<file path="config.mk">
export PLATFORM = sky130hd
export DESIGN_NAME = sub_pipe
export DESIGN_NICKNAME = d
export VERILOG_FILES = /design/src/rtl/sub_pipe.sv
export SDC_FILE = /design/constraint.sdc
export NUM_CORES = 1
export LEC_CHECK = 0
export CAP_MARGIN = 20
export CORE_MARGIN = 3
export CORE_UTILIZATION = 40
export DETAILED_ROUTE_END_ITERATION = 12
export PLACE_DENSITY = 0.57
export SETUP_SLACK_MARGIN = 0.15
export SYNTH_ARGS = -nofsm -noshare
export SYNTH_HDL_FRONTEND = slang
export SYNTH_SLANG_ARGS = --single-unit
export TNS_END_PERCENT = 20
</file>
<file path="constraint.sdc">
create_clock -name clk -period 4 [get_ports clk]
set_clock_uncertainty 0.1 [all_clocks]
set_input_delay 0.8 -clock clk [delete_from_list [all_inputs] [get_ports clk]]
set_output_delay 0.8 -clock clk [all_outputs]
set_load 0.005 [all_outputs]
</file>
<file path="src/rtl/sub_pipe.sv">
// Pipelined two's-complement subtractor (o = a - b) with one CHUNK-bit borrow slice per stage.
// Optional saturation on signed overflow when SUB_PIPE_SAT_EN is defined.
module sub_pipe #(
   parameter int unsigned WIDTH = 32,
   parameter int unsigned CHUNK = 8
) (
   input  logic             clk,
   input  logic             rst_n,
   input  logic             in_valid,
   output logic             in_ready,
   input  logic [WIDTH-1:0] a,
   input  logic [WIDTH-1:0] b,
   output logic             out_valid,
   input  logic             out_ready,
   output logic [WIDTH-1:0] o,
   output logic             borrow,
   output logic             ovf
);

   localparam int unsigned STAGES = (WIDTH + CHUNK - 1) / CHUNK;

   logic [STAGES-1:0]            v_q, v_d, bw_q, bw_d, ld;
   logic [STAGES-1:0][WIDTH-1:0] a_q, a_d, b_q, b_d, r_q, r_d;
   logic                         rdy_q;

   // A stage loads when empty or when its successor loads; the last stage looks at out_ready.
   always_comb begin
      ld = '0;
      ld[STAGES-1] = ~v_q[STAGES-1] | out_ready;
      for (int k = int'(STAGES) - 2; k >= 0; k--) begin
         ld[k] = ~v_q[k] | ld[k+1];
      end
   end

   assign in_ready = rdy_q & ld[0];

   for (genvar k = 0; k < STAGES; k++) begin : g_stage
      localparam int unsigned Lo = k * CHUNK;
      localparam int unsigned Hi = (Lo + CHUNK > WIDTH) ? WIDTH - 1 : Lo + CHUNK - 1;
      localparam int unsigned Cw = Hi - Lo + 1;

      logic [WIDTH-1:0] src_a, src_b, src_r, nxt_r;
      logic             src_v, cin;
      logic [Cw:0]      sum;

      if (k == 0) begin : g_head
         assign src_a = a;
         assign src_b = b;
         assign src_r = '0;
         assign src_v = in_valid & in_ready;
         assign cin   = 1'b1;
      end else begin : g_body
         assign src_a = a_q[k-1];
         assign src_b = b_q[k-1];
         assign src_r = r_q[k-1];
         assign src_v = v_q[k-1];
         assign cin   = ~bw_q[k-1];
      end

      assign sum = {1'b0, src_a[Hi:Lo]} + {1'b0, ~src_b[Hi:Lo]} + {{Cw{1'b0}}, cin};

      always_comb begin
         nxt_r        = src_r;
         nxt_r[Hi:Lo] = sum[Cw-1:0];
      end

      // Borrow is stored inverted from carry so the cleared state reads as "no borrow".
      assign v_d[k]  = src_v;
      assign a_d[k]  = src_a;
      assign b_d[k]  = src_b;
      assign r_d[k]  = nxt_r;
      assign bw_d[k] = ~sum[Cw];
   end

   always_ff @(posedge clk or negedge rst_n) begin
      if (!rst_n) begin
         rdy_q <= 1'b0;
         v_q   <= '0;
         bw_q  <= '0;
         a_q   <= '0;
         b_q   <= '0;
         r_q   <= '0;
      end else begin
         rdy_q <= 1'b1;
         for (int k = 0; k < int'(STAGES); k++) begin
            if (ld[k]) begin
               v_q[k]  <= v_d[k];
               bw_q[k] <= bw_d[k];
               a_q[k]  <= a_d[k];
               b_q[k]  <= b_d[k];
               r_q[k]  <= r_d[k];
            end
         end
      end
   end

   logic a_msb, b_msb, r_msb, unused_ops;

   assign a_msb      = a_q[STAGES-1][WIDTH-1];
   assign b_msb      = b_q[STAGES-1][WIDTH-1];
   assign r_msb      = r_q[STAGES-1][WIDTH-1];
   assign unused_ops = ^{a_q[STAGES-1], b_q[STAGES-1]};

   assign out_valid = v_q[STAGES-1];
   assign borrow    = bw_q[STAGES-1];
   assign ovf       = (a_msb ^ b_msb) & (r_msb ^ a_msb);

   always_comb begin
      o = r_q[STAGES-1];
`ifdef SUB_PIPE_SAT_EN
      if (ovf) begin
         o            = '0;
         o[WIDTH-1]   = 1'b1;
         if (!a_msb) o = ~o;
      end
`endif
   end

endmodule

</file>
==> results list <==
- Minimum period implied by the final worst setup slack: 3228 ps
- Number of global-route vias before repair: 5672
* Die Span Y: roughly 150 um
- Once detail routing completed, the nets flagged for antenna violations numbered 0.
* Average wire per standard cell: approximately 13 um
- Data required time at the worst endpoint: slightly above 3000 ps
* Slowest cell on crit path: sky130_fd_sc_hd__clkdlybuf4s50_1
* Number of port buffers: just over 100
- Slack of the critical path: between 700 and 800 ps
- Main area contributors after synthesis: sky130_fd_sc_hd__dfrtp_1, sky130_fd_sc_hd__nand2_1, sky130_fd_sc_hd__ha_1
- Horizontal extent of the die: 149.7 um
- The net count of the finished layout is 1114.
* Die ar.: ~22000 sq um
- The worst-case IR drop observed on VDD is about 0.30 mV.
* Final number of max-transition violations: 0
- Total negative setup slack: 0 ps
- The worst pin sits at a relative slew slack of a little under half.
- Primary FF master, synth: sky130_fd_sc_hd__dfrtp_1
- Worst path depth: 6
* Hold-fix buffer count after cts: 0
* Leakage power summed over all cells: roughly 5.0 nW
* Type of the most critical hold path: flip-flop to flip-flop
* CTS-repair resized insts: 0
* # Max-Cap Violations: 0
- Wirelength, routed: between 15000 and 20000 um
- The detailed router placed 5845 vias in this run.
- Walking the worst path, the cells encountered are clkdlybuf4s50_1 -> nor2b_4 -> and3_4 -> nand2_2 -> and2_1 -> clkdlybuf4s50_1.
* 1st-iter DRT viols: about 310
- Worst reg2reg path endpoint: bw_q[1]$_DFFE_PN0P_
* Clock root buffer master: sky130_fd_sc_hd__clkbuf_16
* Top fanout value on the critical path: 2
- The share of the Yosys chip area taken by registers is ~57%.
- CP max stage delay: around 460 ps
- In the routed design, unresolved DRC markers number 0.
* Setup crit start: out_ready
* Worst reg-to-reg setup slack: about 1500 ps
- The startpoint identified for the worst register-to-register timing path is bw_q[0]$_DFFE_PN0N_.
- Net count after synthesis: between 1000 and 1500
- The worst setup path is launched from a primary input.
- Layout area overhead: 22.54%
- Derived from the worst setup path, the maximum achievable clock frequency is roughly 0.31 GHz.
- The Yosys step of the flow raised 0 warnings.
- Skew-Pair Late Insertion Delay: around 430 ps
- Worst Setup Slack post-DPL: between 800 and 900 ps
- Diodes inserted: 0
- Maximum number of pins on one net before global-route repair: between 100 and 150
- Post-layout instance area: just over 10000 sq um
* Clock tree buffer depth: 2
- Once layout is complete, the cells apart from fillers number 1287.
* Number of I/O pins: roughly 100
* Length in cells of the worst reg-to-reg path: 8
- Area leader, netlist: sky130_fd_sc_hd__dfrtp_1
- The first detailed-routing pass took 4 iterations.
- Slew at the pin closest to its max-slew limit: between 700 and 800 ps
- Number of placement rows: 51
- Post-CTS Setup Repair Bufs: 0
- Synthesis inferred 187 register bits.
- Fraction of synthesis flops using an asynchronous set or reset pin: 100.0%
- Of the available clock period, the critical path in the final layout requires 80.69%.
- Following the worst setup path forward leads to its endpoint at in_ready.
- Num CTS Buffers: 17
- Syn avg cell area: approximately 9 sq um
- Core region area: 19850 sq um
- By startpoint and endpoint, the worst setup path is classified as primary input to output port.
- Detailed placement HPWL: between 10000 and 15000 um
- Clock Sink Count: 187
* Unrepaired setup endpoints after global routing: false
* Top-count cell post-synth: sky130_fd_sc_hd__nand2_1
- Final hold analysis gives a worst-case slack of about 360 ps.
* Final setup violation count: 0
- Initial cell density of the core: about two fifths
- Endpoints failing hold: 0
* H-tree depth: 4
- TritonCTS built the clock tree.
* DR vias/cell: 4.542
- GR Overflow Total: 0
* Most used cell, CP: sky130_fd_sc_hd__clkdlybuf4s50_1
* First-pass GRT wire length: around 29000 um
* Instance area after placement: between 9000 and 10000 sq um
- Counting both buffers and inverters, the worst setup path holds a total of 2.
- Number of distinct library cells after synthesis: 40
- Status: finished clean
- The mapped netlist covers 8260 sq um.
* Type of element capturing the critical path: output port
- Including well taps, the total number of placed cells is between 1000 and 1500.
* Overall global routing resource usage: 16.04%
* Gate family responsible for the most delay along the worst path: buffers and inverters
- Dividing total power by cell area gives a power density of roughly 480 nW/um^2.
- Data arrival time of the critical path: ~2300 ps
* Leading post-synthesis cells by instance count: sky130_fd_sc_hd__nand2_1, sky130_fd_sc_hd__dfrtp_1, sky130_fd_sc_hd__o21ai_0
- After clock tree synthesis, the clock-pin slew on the worst setup and hold paths is ~60 ps.
- Share of final-layout standard cells stronger than drive strength 1: 5.088%
- Gate count after technology mapping: slightly above 900
- Routability-driven placement congestion ratio: 0.7912
* Antenna violations before repair: 0
* Area fraction of the dominant cell type after synthesis: a little under three fifths
- The synthesized design contains 0 enable-type register cells.
## power by group
part           internal [mW]  switching, mW  total, mW
clock                  0.959          0.689       1.65
sequential              2.16          0.148       2.31
combinational          0.457          0.401      0.859
## worst reg2reg max path, stage by stage, from the launching register on
cell,delay [ps]
sky130_fd_sc_hd__dfrtp_1,350
sky130_fd_sc_hd__inv_1,70
sky130_fd_sc_hd__fa_1,470
sky130_fd_sc_hd__fa_1,440
sky130_fd_sc_hd__a211oi_1,220
sky130_fd_sc_hd__nor2_1,100
sky130_fd_sc_hd__o311a_1,320
sky130_fd_sc_hd__o21a_1,180
sky130_fd_sc_hd__o31ai_1,180
## registers in the layout (all words and copies together) (netlist names)
signal,cells
o,32
bw_q,4
g_stage.src_a,48
rdy_q,1
b_msb,1
v_q,4
a_msb,1
g_stage.src_r,48
g_stage.src_b,48
## metal layers
layer	up-vias	global-route usage, %	routed length, um
met1	2629	23.83	8809
met5	-	0	0
met3	17	3.119	683
li1	3102	-	-
met2	97	23.67	7246
met4	0	5.352	221
## cell usage in the layout (no fill, tap or decap), drive strengths merged, types with 2 or more instances in the layout
master,n
a211oi,10
a21o,5
a21oi,15
and2,3
buf,13
bufinv,2
clkbuf,23
clkdlybuf4s50,102
clkinv,7
dfrtp,187
fa,7
ha,29
inv,41
nand2,437
nand2b,5
nor2,11
nor2b,6
nor3,9
o211ai,3
o21a,9
o21ai,57
o21bai,3
o31ai,9
or2,2
or3,3
xnor2,3
xor2,9
## worst min-delay path by stage
stage / from / endpoint / slack (ps) / depth (start not counted)
final: o[21]$_DFFE_PN0P_ / o[21]$_DFFE_PN0P_ / 360 / 2
after global placement: rdy_q$_DFF_PN0_ / v_q[0]$_DFFE_PN0N_ / 350 / 2
after global routing: g_stage[1].src_a[19]$_DFFE_PN0N_ / g_stage[1].src_a[19]$_DFFE_PN0N_ / 390 / 2
after floorplan: rdy_q$_DFF_PN0_ / v_q[0]$_DFFE_PN0N_ / 340 / 2
after CTS: g_stage[1].src_b[27]$_DFFE_PN0N_ / g_stage[1].src_b[27]$_DFFE_PN0N_ / 370 / 2
after detailed placement: g_stage[1].src_b[27]$_DFFE_PN0N_ / g_stage[1].src_b[27]$_DFFE_PN0N_ / 360 / 2
## stage by stage
stage	total power, mW	util, %
after CTS	4.875	51.01
after floorplan	2.770	-
after global placement	3.206	48.14
after global routing	5.104	51.01
after detailed placement	3.222	48.14
final	4.814	51.01
## layout make-up
class                   count  area (sq um)
fillers                  1944          9723
inverters                  41         153.9
repair buffers            116          1157
flip-flops and latches    187          4679
well taps                 265         331.6
clock inverters             9         95.09
multi-input cells         647          3231
clock buffers              22         474.2
## cells by family (layout without fill, tap and decap cells)
logic type	Yosys count	after routing	synth area share [%]
and+or+nand+nor	479	479	22.75
DFF	187	187	56.65
AOI/OAI and AO/OA	119	119	8.906
buffers and inverters	81	188	4.287
adders and majority gates	36	36	6.089
xor gates and xnor gates	12	12	1.272
other	1	1	0.04540
No activity file was read; power rests on OpenSTA's default activity.
